File: config.mk
export PLATFORM = sky130hd
export DESIGN_NAME = audio_dac_tx_flat
export DESIGN_NICKNAME = d
export VERILOG_FILES = /design/src/rtl/audio_pkg.sv /design/src/rtl/audio_dac_tx_if.sv /design/src/rtl/sample_fifo.sv /design/src/rtl/audio_dac_tx.sv /design/src/flat_wrapper.sv
export SDC_FILE = /design/constraint.sdc
export NUM_CORES = 1
export LEC_CHECK = 0
export ABC_AREA = 0
export CAP_MARGIN = 10
export CORE_UTILIZATION = 37
export CTS_CLUSTER_DIAMETER = 50
export CTS_CLUSTER_SIZE = 40
export DETAILED_ROUTE_END_ITERATION = 8
export GPL_TIMING_DRIVEN = 0
export SYNTH_ARGS = -nofsm -noshare
export SYNTH_HDL_FRONTEND = slang
export SYNTH_HIERARCHICAL = 1
export SYNTH_SLANG_ARGS = --single-unit
export TNS_END_PERCENT = 50
File: constraint.sdc
create_clock -name CLOCK_50 -period 2.9 [get_ports CLOCK_50]
set_input_delay 0.29 -clock CLOCK_50 [delete_from_list [all_inputs] [get_ports CLOCK_50]]
set_output_delay 0.29 -clock CLOCK_50 [all_outputs]
set_load 0.01 [all_outputs]
File: src/rtl/audio_pkg.sv
// Shared types and constants for the audio DAC transmit path.
package audio_pkg;

  localparam int AUDIO_DATA_WIDTH = 24;
  localparam int AUDIO_FIFO_DEPTH = 4;

  typedef enum logic [1:0] {
    WAIT_SYNC = 2'd0,
    LEFT      = 2'd1,
    RIGHT     = 2'd2
  } tx_state_t;

  typedef struct packed {
    logic [AUDIO_DATA_WIDTH-1:0] left;
    logic [AUDIO_DATA_WIDTH-1:0] right;
  } stereo_sample_t;

  // Width of an occupancy counter that must be able to hold the value depth itself.
  function automatic int level_width(input int depth);
    return $clog2(depth) + 1;
  endfunction

endpackage

File: src/rtl/audio_dac_tx_if.sv
// Sample write handshake between the processing chain and the DAC transmitter.
interface audio_dac_tx_if
  import audio_pkg::*;
#(
  parameter int DATA_WIDTH = AUDIO_DATA_WIDTH
);

  logic                  write;
  logic [DATA_WIDTH-1:0] writedata_left;
  logic [DATA_WIDTH-1:0] writedata_right;
  logic                  write_ready;

  modport master (
    output write,
    output writedata_left,
    output writedata_right,
    input  write_ready
  );

  modport slave (
    input  write,
    input  writedata_left,
    input  writedata_right,
    output write_ready
  );

endinterface

File: src/rtl/sample_fifo.sv
// Synchronous FIFO of stereo pairs; ready_o is a registered not-full flag that is
// held low during reset. Pushes are gated by ready_o, pops by empty.
module sample_fifo
  import audio_pkg::*;
#(
  parameter  int WIDTH = 2 * AUDIO_DATA_WIDTH,
  parameter  int DEPTH = AUDIO_FIFO_DEPTH,
  localparam int LVL_W = level_width(DEPTH)
) (
  input  logic             clk_i,
  input  logic             rst_i,
  input  logic             push_i,
  input  logic             pop_i,
  input  logic [WIDTH-1:0] wdata_i,
  output logic [WIDTH-1:0] rdata_o,
  output logic             ready_o,
  output logic             empty_o,
  output logic             full_o,
  output logic [LVL_W-1:0] level_o
);

  localparam int AW = $clog2(DEPTH);

  logic [WIDTH-1:0] mem_q [DEPTH];
  logic [AW-1:0]    wr_ptr_q;
  logic [AW-1:0]    rd_ptr_q;
  logic [LVL_W-1:0] level_q;
  logic [LVL_W-1:0] level_d;
  logic             ready_q;
  logic             push_s;
  logic             pop_s;

  assign push_s  = push_i && ready_q;
  assign pop_s   = pop_i && (level_q != LVL_W'(0));
  assign rdata_o = mem_q[rd_ptr_q];
  assign ready_o = ready_q;
  assign empty_o = (level_q == LVL_W'(0));
  assign full_o  = (level_q == LVL_W'(DEPTH));
  assign level_o = level_q;

  // Next occupancy from the accepted push/pop pair.
  always_comb begin
    level_d = level_q;
    case ({push_s, pop_s})
      2'b10:   level_d = level_q + LVL_W'(1);
      2'b01:   level_d = level_q - LVL_W'(1);
      default: level_d = level_q;
    endcase
  end

  // Storage array; contents are don't-care until written.
  always_ff @(posedge clk_i) begin
    if (push_s) begin
      mem_q[wr_ptr_q] <= wdata_i;
    end
  end

  // Pointers, level and ready flag.
  always_ff @(posedge clk_i) begin
    if (rst_i) begin
      wr_ptr_q <= '0;
      rd_ptr_q <= '0;
      level_q  <= '0;
      ready_q  <= 1'b0;
    end else begin
      if (push_s) begin
        wr_ptr_q <= wr_ptr_q + AW'(1);
      end
      if (pop_s) begin
        rd_ptr_q <= rd_ptr_q + AW'(1);
      end
      level_q <= level_d;
      ready_q <= (level_d != LVL_W'(DEPTH));
    end
  end

endmodule

File: src/rtl/audio_dac_tx.sv
// I2S DAC transmitter: buffers stereo pairs and shifts them MSB-first onto AUD_DACDAT,
// slaved to the CODEC's BCLK/LRCK, which are resynchronised into CLOCK_50.
module audio_dac_tx
  import audio_pkg::*;
#(
  parameter  int DATA_WIDTH = AUDIO_DATA_WIDTH,
  parameter  int FIFO_DEPTH = AUDIO_FIFO_DEPTH,
  localparam int LVL_W      = level_width(FIFO_DEPTH)
) (
  input  logic             CLOCK_50,
  input  logic             reset,
  audio_dac_tx_if.slave    wr_if,
  output logic [LVL_W-1:0] fifo_level,
  output logic             underrun,
  input  logic             AUD_BCLK,
  input  logic             AUD_DACLRCK,
  output logic             AUD_DACDAT
);

  localparam int CNT_W = $clog2(DATA_WIDTH + 1);

  logic [1:0]              bclk_sync_q;
  logic [1:0]              lrck_sync_q;
  logic                    bclk_prev_q;
  logic                    bfall_q;
  logic                    lrck_s;

  tx_state_t               state_q;
  logic                    lrck_q;
  logic [DATA_WIDTH-1:0]   shreg_q;
  logic [DATA_WIDTH-1:0]   right_hold_q;
  logic [CNT_W-1:0]        bit_cnt_q;
  logic                    dacdat_q;
  logic                    underrun_q;

  logic                    frame_start_s;
  logic                    left_start_s;
  logic                    right_start_s;
  logic                    fifo_empty_s;
  logic                    fifo_full_s;
  logic                    fifo_ready_s;
  logic [2*DATA_WIDTH-1:0] fifo_rdata_s;

  sample_fifo #(
    .WIDTH (2 * DATA_WIDTH),
    .DEPTH (FIFO_DEPTH)
  ) u_fifo (
    .clk_i   (CLOCK_50),
    .rst_i   (reset),
    .push_i  (wr_if.write),
    .pop_i   (left_start_s),
    .wdata_i ({wr_if.writedata_left, wr_if.writedata_right}),
    .rdata_o (fifo_rdata_s),
    .ready_o (fifo_ready_s),
    .empty_o (fifo_empty_s),
    .full_o  (fifo_full_s),
    .level_o (fifo_level)
  );

  assign wr_if.write_ready = fifo_ready_s;

  // Synchronise the CODEC clocks and turn a BCLK fall into a registered one-cycle strobe.
  always_ff @(posedge CLOCK_50) begin
    if (reset) begin
      bclk_sync_q <= 2'b00;
      lrck_sync_q <= 2'b00;
      bclk_prev_q <= 1'b0;
      bfall_q     <= 1'b0;
    end else begin
      bclk_sync_q <= {bclk_sync_q[0], AUD_BCLK};
      lrck_sync_q <= {lrck_sync_q[0], AUD_DACLRCK};
      bclk_prev_q <= bclk_sync_q[1];
      bfall_q     <= bclk_prev_q & ~bclk_sync_q[1];
    end
  end

  // An LRCK change seen on a BCLK fall starts a half-frame; loading here and shifting
  // from the next fall yields the one-bit I2S delay.
  assign lrck_s        = lrck_sync_q[1];
  assign frame_start_s = bfall_q && (lrck_s != lrck_q);
  assign left_start_s  = frame_start_s && !lrck_s;
  assign right_start_s = frame_start_s && lrck_s;

  // Framing FSM, serializer and registered outputs.
  always_ff @(posedge CLOCK_50) begin
    if (reset) begin
      state_q      <= WAIT_SYNC;
      lrck_q       <= 1'b0;
      shreg_q      <= '0;
      right_hold_q <= '0;
      bit_cnt_q    <= '0;
      dacdat_q     <= 1'b0;
      underrun_q   <= 1'b0;
    end else begin
      underrun_q <= left_start_s && fifo_empty_s;
      if (bfall_q) begin
        lrck_q <= lrck_s;
        if (left_start_s) begin
          state_q   <= LEFT;
          bit_cnt_q <= '0;
          dacdat_q  <= 1'b0;
          if (!fifo_empty_s) begin
            shreg_q      <= fifo_rdata_s[2*DATA_WIDTH-1:DATA_WIDTH];
            right_hold_q <= fifo_rdata_s[DATA_WIDTH-1:0];
          end else begin
            shreg_q      <= '0;
            right_hold_q <= '0;
          end
        end else if (right_start_s && (state_q != WAIT_SYNC)) begin
          state_q   <= RIGHT;
          shreg_q   <= right_hold_q;
          bit_cnt_q <= '0;
          dacdat_q  <= 1'b0;
        end else begin
          case (state_q)
            LEFT, RIGHT: begin
              if (bit_cnt_q != CNT_W'(DATA_WIDTH)) begin
                dacdat_q  <= shreg_q[DATA_WIDTH-1];
                shreg_q   <= {shreg_q[DATA_WIDTH-2:0], 1'b0};
                bit_cnt_q <= bit_cnt_q + CNT_W'(1);
              end else begin
                dacdat_q <= 1'b0;
              end
            end
            default: begin
              state_q  <= WAIT_SYNC;
              dacdat_q <= 1'b0;
            end
          endcase
        end
      end
    end
  end

  assign AUD_DACDAT = dacdat_q;
  assign underrun   = underrun_q;

endmodule

File: src/flat_wrapper.sv
// flat-port wrapper written by rule: the top's interface ports become plain ports
module audio_dac_tx_flat import audio_pkg::*;
#(
  parameter  int DATA_WIDTH = AUDIO_DATA_WIDTH,
  parameter  int FIFO_DEPTH = AUDIO_FIFO_DEPTH,
  localparam int LVL_W      = level_width(FIFO_DEPTH)
)
  (CLOCK_50, reset, fifo_level, underrun, AUD_BCLK, AUD_DACLRCK, AUD_DACDAT, wr_if_write, wr_if_writedata_left, wr_if_writedata_right, wr_if_write_ready);
  audio_dac_tx_if #(.DATA_WIDTH(DATA_WIDTH)) wr_if_i ();
  input  logic CLOCK_50;
  input  logic reset;
  output logic [LVL_W-1:0] fifo_level;
  output logic underrun;
  input  logic AUD_BCLK;
  input  logic AUD_DACLRCK;
  output logic AUD_DACDAT;
  input wire logic [$bits(wr_if_i.write)-1:0] wr_if_write;
  input wire logic [$bits(wr_if_i.writedata_left)-1:0] wr_if_writedata_left;
  input wire logic [$bits(wr_if_i.writedata_right)-1:0] wr_if_writedata_right;
  output wire logic [$bits(wr_if_i.write_ready)-1:0] wr_if_write_ready;
  assign wr_if_i.write = wr_if_write;
  assign wr_if_i.writedata_left = wr_if_writedata_left;
  assign wr_if_i.writedata_right = wr_if_writedata_right;
  assign wr_if_write_ready = wr_if_i.write_ready;
  audio_dac_tx #(.DATA_WIDTH(DATA_WIDTH), .FIFO_DEPTH(FIFO_DEPTH)) u_core (.CLOCK_50(CLOCK_50), .reset(reset), .wr_if(wr_if_i), .fifo_level(fifo_level), .underrun(underrun), .AUD_BCLK(AUD_BCLK), .AUD_DACLRCK(AUD_DACLRCK), .AUD_DACDAT(AUD_DACDAT));
endmodule
# Yosys cells after proc, flatten, opt, wreduce, memory -nomap -nowiden
# Memory sizes are Yosys's and may differ from the RTL's. A register that Yosys moved wholly into a read port is not among the register bits.
# Cells that the tools add are included.
[classes]
reduce_logical = 17
n_eq_ne = 8
n_bitwise = 2
muxes = 22
add_sub_neg = 5
[op_table]
columns = ["operator", "n"]
rows = [
  ["24-bit 2-to-1 mux", 6],
  ["5-bit 2-to-1 mux", 4],
  ["2-bit 2-to-1 mux", 5],
  ["3-bit nonzero test", 3],
  ["1-bit logical AND", 7],
  ["1-bit 2-to-1 mux", 6],
  ["3-bit one-hot mux with 2 select lines", 1],
  ["5-bit by 1-bit adder with 5-bit output, second input constant", 1],
  ["5-bit inequality test, second input constant", 1],
  ["2-bit by 1-bit adder with 2-bit output, second input constant", 2],
  ["2-bit by 1-bit == test with 1-bit output, second input constant", 2],
  ["2-bit == test, second input constant", 2],
  ["2-bit AND reduction", 2],
  ["3-bit by 1-bit adder with 3-bit output, second input constant", 1],
  ["3-bit zero test", 1],
  ["3-bit by 1-bit inequality test with 1-bit output, second input constant", 1],
  ["3-bit inequality test, second input constant", 1],
  ["3-bit AND reduction", 1],
  ["3-bit by 1-bit subtractor with 3-bit output, second input constant", 1],
  ["2-bit nonzero test", 1],
  ["2-bit OR reduction", 1],
  ["1-bit AND", 1],
  ["1-bit zero test", 1],
  ["1-bit inequality test", 1],
  ["1-bit inverter", 1],
]
[word_totals]
memories = 1
elab_cells = 70
reg_bits = 72
ram_bits = 192
[memory_table]
columns = ["name", "depth", "width", "rd", "rd_clocked_by_memory_dff", "write_ports", "line", "text"]
rows = [
  ["u_core.u_fifo.mem_q", 4, 48, 1, 1, 1, "sample_fifo.sv:24", "logic [WIDTH-1:0] mem_q [DEPTH];"],
]

# Longest topological paths before layout
[depth]
depth_word = 7
mapped_depth = 11
depth_no_buf = 10

# Modules after synthesis
# Netlist, hierarchy kept.
[by_module_without_submodules]
columns = ["module", "n_inst", "seq_area_each_um2", "area_per_inst_um2", "cells_per_inst"]
rows = [
  ["sample_fifo", 1, 5965.7, 7428.4, 307],
  ["audio_dac_tx", 1, 1281.2, 2847.7, 308],
]

# Worst setup path after synthesis
# No wires, ideal clock.
[synth_path]
path_kind = "flip-flop to flip-flop"
start = "register u_core.bfall_q"
end = "register u_core.u_fifo.ready_q (netlist: u_core/u_fifo/ready_o)"
t_required_ns = 2.838
stages_incl_launch_ff = 12
n_path_buf = 1
arrival_ns = 2.324
setup_slack_ns = 0.514
cell_sequence = "dfxtp_1 -> nand3b_2 -> inv_2 -> buf_2 -> o31ai_1 -> inv_1 -> ha_1 -> inv_1 -> fa_1 -> xor2_1 -> or4b_1 -> nand3_1"
[synth_between]
elab_chain_len = 6
elab_cells_between_ends = 7
classes_between = "eq/ne: 3; mux: 1; reduce/logical: 3"
[synth_lines]
columns = ["element", "line", "text"]
rows = [
  ["start, declared", "audio_dac_tx.sv:25", "logic bfall_q;"],
  ["start signal, assigned", "audio_dac_tx.sv:73", "bfall_q <= bclk_prev_q & ~bclk_sync_q[1];"],
  ["1-bit logical AND *", "audio_dac_tx.sv:80", "assign frame_start_s = bfall_q && (lrck_s != lrck_q);"],
  ["1-bit logical AND *", "audio_dac_tx.sv:81", "assign left_start_s = frame_start_s && !lrck_s;"],
  ["named net u_core.left_start_s", "audio_dac_tx.sv:37", "logic left_start_s;"],
  ["1-bit logical AND *", "sample_fifo.sv:34", "assign pop_s = pop_i && (level_q != LVL_W'(0));"],
  ["named net u_core.u_fifo.pop_s", "sample_fifo.sv:31", "logic pop_s;"],
  ["2-bit by 1-bit == test with 1-bit output or 2-bit == test (tied branches)", "sample_fifo.sv:44", "case ({push_s, pop_s})"],
  ["3-bit one-hot mux with 2 select lines *", "sample_fifo.sv:44", ""],
  ["3-bit inequality test *", "sample_fifo.sv:73", "ready_q <= (level_d != LVL_W'(DEPTH));"],
  ["end signal, assigned", "sample_fifo.sv:73", ""],
  ["end, declared", "sample_fifo.sv:29", "logic ready_q;"],
]
# Mark *: on every way through the listed nets, which the timed path passes. The rest lies on a longest branch.
# A chain may end at the register's enable or synchronous reset.

# Worst setup path after layout
# Ends and elaborated chain as after synthesis.

==> flow_summary.yaml <==
pwr:
  internal_power_mw: 6.139
  p_clk_share_pct: 43.6
  power_leakage_nw: 4.074
  power_mw: 8.114
  p_sw_share_pct: 24.34
  peakVddDrop_uv: 458.7
  p_sw_mw: 1.975
  power_frac_seq_pct: 52.0
  p_per_area_nw_per_um2: 657.8
  power_frac_comb_pct: 4.4
setup_path:
  worstSetupPathType: "reg -> reg"
  cpLargestDelayFamily: "simple AND/OR/NAND/NOR gates"
  path_max_fanout: 11
  cp.arrival_ns: 3.21
  cpMaxStageDelayCell: "dfxtp_1"
  cp_common_cell: "inv_1"
  crit_path_end_kind: "register"
  rrSetupSlack_ns: 0.17
  cpPeakStageDelay_ns: 0.47
  path_cells: "nand3b_2 -> inv_4 -> clkbuf_4 -> o31ai_1 -> inv_1 -> ha_1 -> inv_1 -> fa_1 -> xor2_1 -> or4b_1 -> nand3_1"
  critPathLaunchType: "register"
  crit_required_ns: 3.37
  cp_num_buf_inv: 4
worst_hold_path:
  min_path_type: "in -> reg"
timing:
  fin_crit_ns: 2.733
  setup_viol_count_final: 0
  timing.fmax_ghz: 0.3659
  skew_ns: 0.01827
  hold_violations: 0
  period_share_pct: 94.24
  final_max_slew_viol_count: 0
  tightest_slew_ns: 0.7097
  fin_tns_setup_ns: 0
  slew_headroom_pct: 52.69
  rsz0062_at_grt: "no"
placed_design:
  gp_congestion: 0.7967
  dp.cells: 1048
  port_buffers: 58
  placed_area_um2: 11400
  dpl.hpwl_um: 13680
run_status:
  outcome: "complete, no violations"
final_layout:
  drive_gt1_share_pct: 20.14
  layout.nets: 764
  fin_cells: 1092
  num_antenna_cells: 0
  final_design_area_no_fill_um2: 12340
  fill_cells: 2320
  syn_to_final_growth_pct: 20.11
cts:
  cts_root_buf: "clkbuf_16"
  cts_buffers: 24
  clock_path_buffers: 3
  cts_sinks: 266
  cts_resized: 0
  hold_buffers: 0
  postCtsSetupBuffers: 0
  htreeDepth: 1
  clk_pin_slew_ns: 0.08
  insertion_delay_ns: 0.53
  tritoncts: "yes"
drt:
  firstDrtPassIters: 7
  final_antenna_net_count: 0
  dr_total_vias: 5580
  drt_iter0_markers: 453
  wl_um: 20190
  routedWlPerCell_um: 18.49
  viasPerCell: 5.110
  drcViolationCount: 0
die:
  num_io_pins: 59
  core_um2: 27100
  die_y_um: 168.6
  die-area_um2: 28430
  die_w_um: 168.6
  core.rowCount: 60
  start_util_pct: 37.89
global_routing:
  gr-usage-met3_pct: 2.245
  grt_overflow: 0
  grt_use_met2_pct: 24.93
  busiest_layer: "met2"
  grtUsageMet1_pct: 19.48
  grt_use_total_pct: 14.59
  grt_pass1_wl_um: 32310
  grt_pass1_vias: 5888
  grt_max_degree: 29
  antenna_found_initial: 0
yosys:
  syn_area_um2: 10270
  syn_inst: 614
  syn_area_per_cell_um2: 16.73
  synth_warnings: 6
  syn_nets: 676
job:
  cap_violations: 0
worst register-to-register path: stages, from the launching register on:
cell and delay, ns:
dfxtp_1 0.47, nand3b_2 0.23, inv_4 0.18, clkbuf_4 0.23
o31ai_1 0.12, inv_1 0.09, ha_1 0.18, inv_1 0.07
fa_1 0.38, xor2_1 0.18, or4b_1 0.47, nand3_1 0.09
registers in the layout (all words and copies together), names as in the netlist, 2 cells and up, named ones only:
| signal | count |
|---|---|
| u_core/bit_cnt_q | 5 |
| u_core/u_fifo/level_o | 3 |
| u_core/u_fifo/rd_ptr_q | 2 |
| u_core/lrck_sync_q | 2 |
| u_core/shreg_q | 24 |
| u_core/right_hold_q | 24 |
| u_core/state_q | 2 |
| u_core/u_fifo/wr_ptr_q | 2 |
| u_core/bclk_sync_q | 2 |
| u_core/u_fifo/mem_q | 192 |
cells in the final DEF (no fill, tap or decap), drive strengths merged, types with 2 or more instances in the layout:
master / instances
mux4: 48
edfxtp: 192
nor2: 56
or3: 2
nor2b: 7
mux2: 11
clkinv: 5
xnor2: 2
buf: 27
xor2: 6
and3: 28
nand2: 5
clkbuf: 40
a22oi: 23
a21oi: 31
dfxtp: 74
a211o: 2
nor3b: 2
o21ai: 15
nand3: 6
inv: 26
a211oi: 25
nor3: 7
nand4: 2
mux2i: 2
ha: 8
clkdlybuf4s50: 58
power groups by stage:
| stage | Sequential [mW] | Clock (mW) | Combinational [mW] |
|---|---|---|---|
| after global routing | 4.23 | 3.77 | 0.384 |
| after detailed placement | 4.31 | 0 | 0.358 |
| final | 4.22 | 3.54 | 0.355 |
| after CTS | 4.22 | 3.62 | 0.360 |
| after floorplan | 4.31 | 0 | 0.155 |
| after global placement | 4.31 | 0 | 0.334 |
stage by stage:
step	utilization, %	setup slack [ns]	hold WS [ns]
floorplan	-	0.5139	0.3889
global placement	41.75	-0.4917	0.4081
detailed placement	42.07	0.1109	0.4078
CTS	45.50	0.07445	0.3338
global route	45.52	0.02184	0.3571
finish	45.52	0.1671	0.3453
metal layers:
layer	part of all wire [%]	wire length [µm]
met2	51	10200
met5	0	0
met4	1.3	264
met1	44	8902
met3	4.1	823
final cells by class:
type                            count  area (µm²)  share of cell area [%]
Timing Repair Buffer               62       660.6                   5.356
Sequential cell                   266        7247                   58.75
Clock buffer                       25       625.6                   5.072
Inverter                           12       47.55                  0.3854
Clock inverter                     19       304.0                   2.465
Buffer                             38       246.5                   1.998
Multi-Input combinational cell    298        2739                   22.20
Tap cell                          372       465.4                   3.773
worst paths after layout:
path                                         start                               end  cells after the start
setup / recovery         u_core/bfall_q$_SDFF_PP0_  u_core/u_fifo/ready_o$_SDFF_PP0_                     11
hold / removal                         AUD_DACLRCK  u_core/lrck_sync_q[0]$_SDFF_PP0_                      2
setup reg to reg         u_core/bfall_q$_SDFF_PP0_  u_core/u_fifo/ready_o$_SDFF_PP0_                     11
hold reg to reg   u_core/bclk_sync_q[1]$_SDFF_PP0_         u_core/bfall_q$_SDFF_PP0_                      1
No activity file was read; power rests on OpenSTA's default activity.
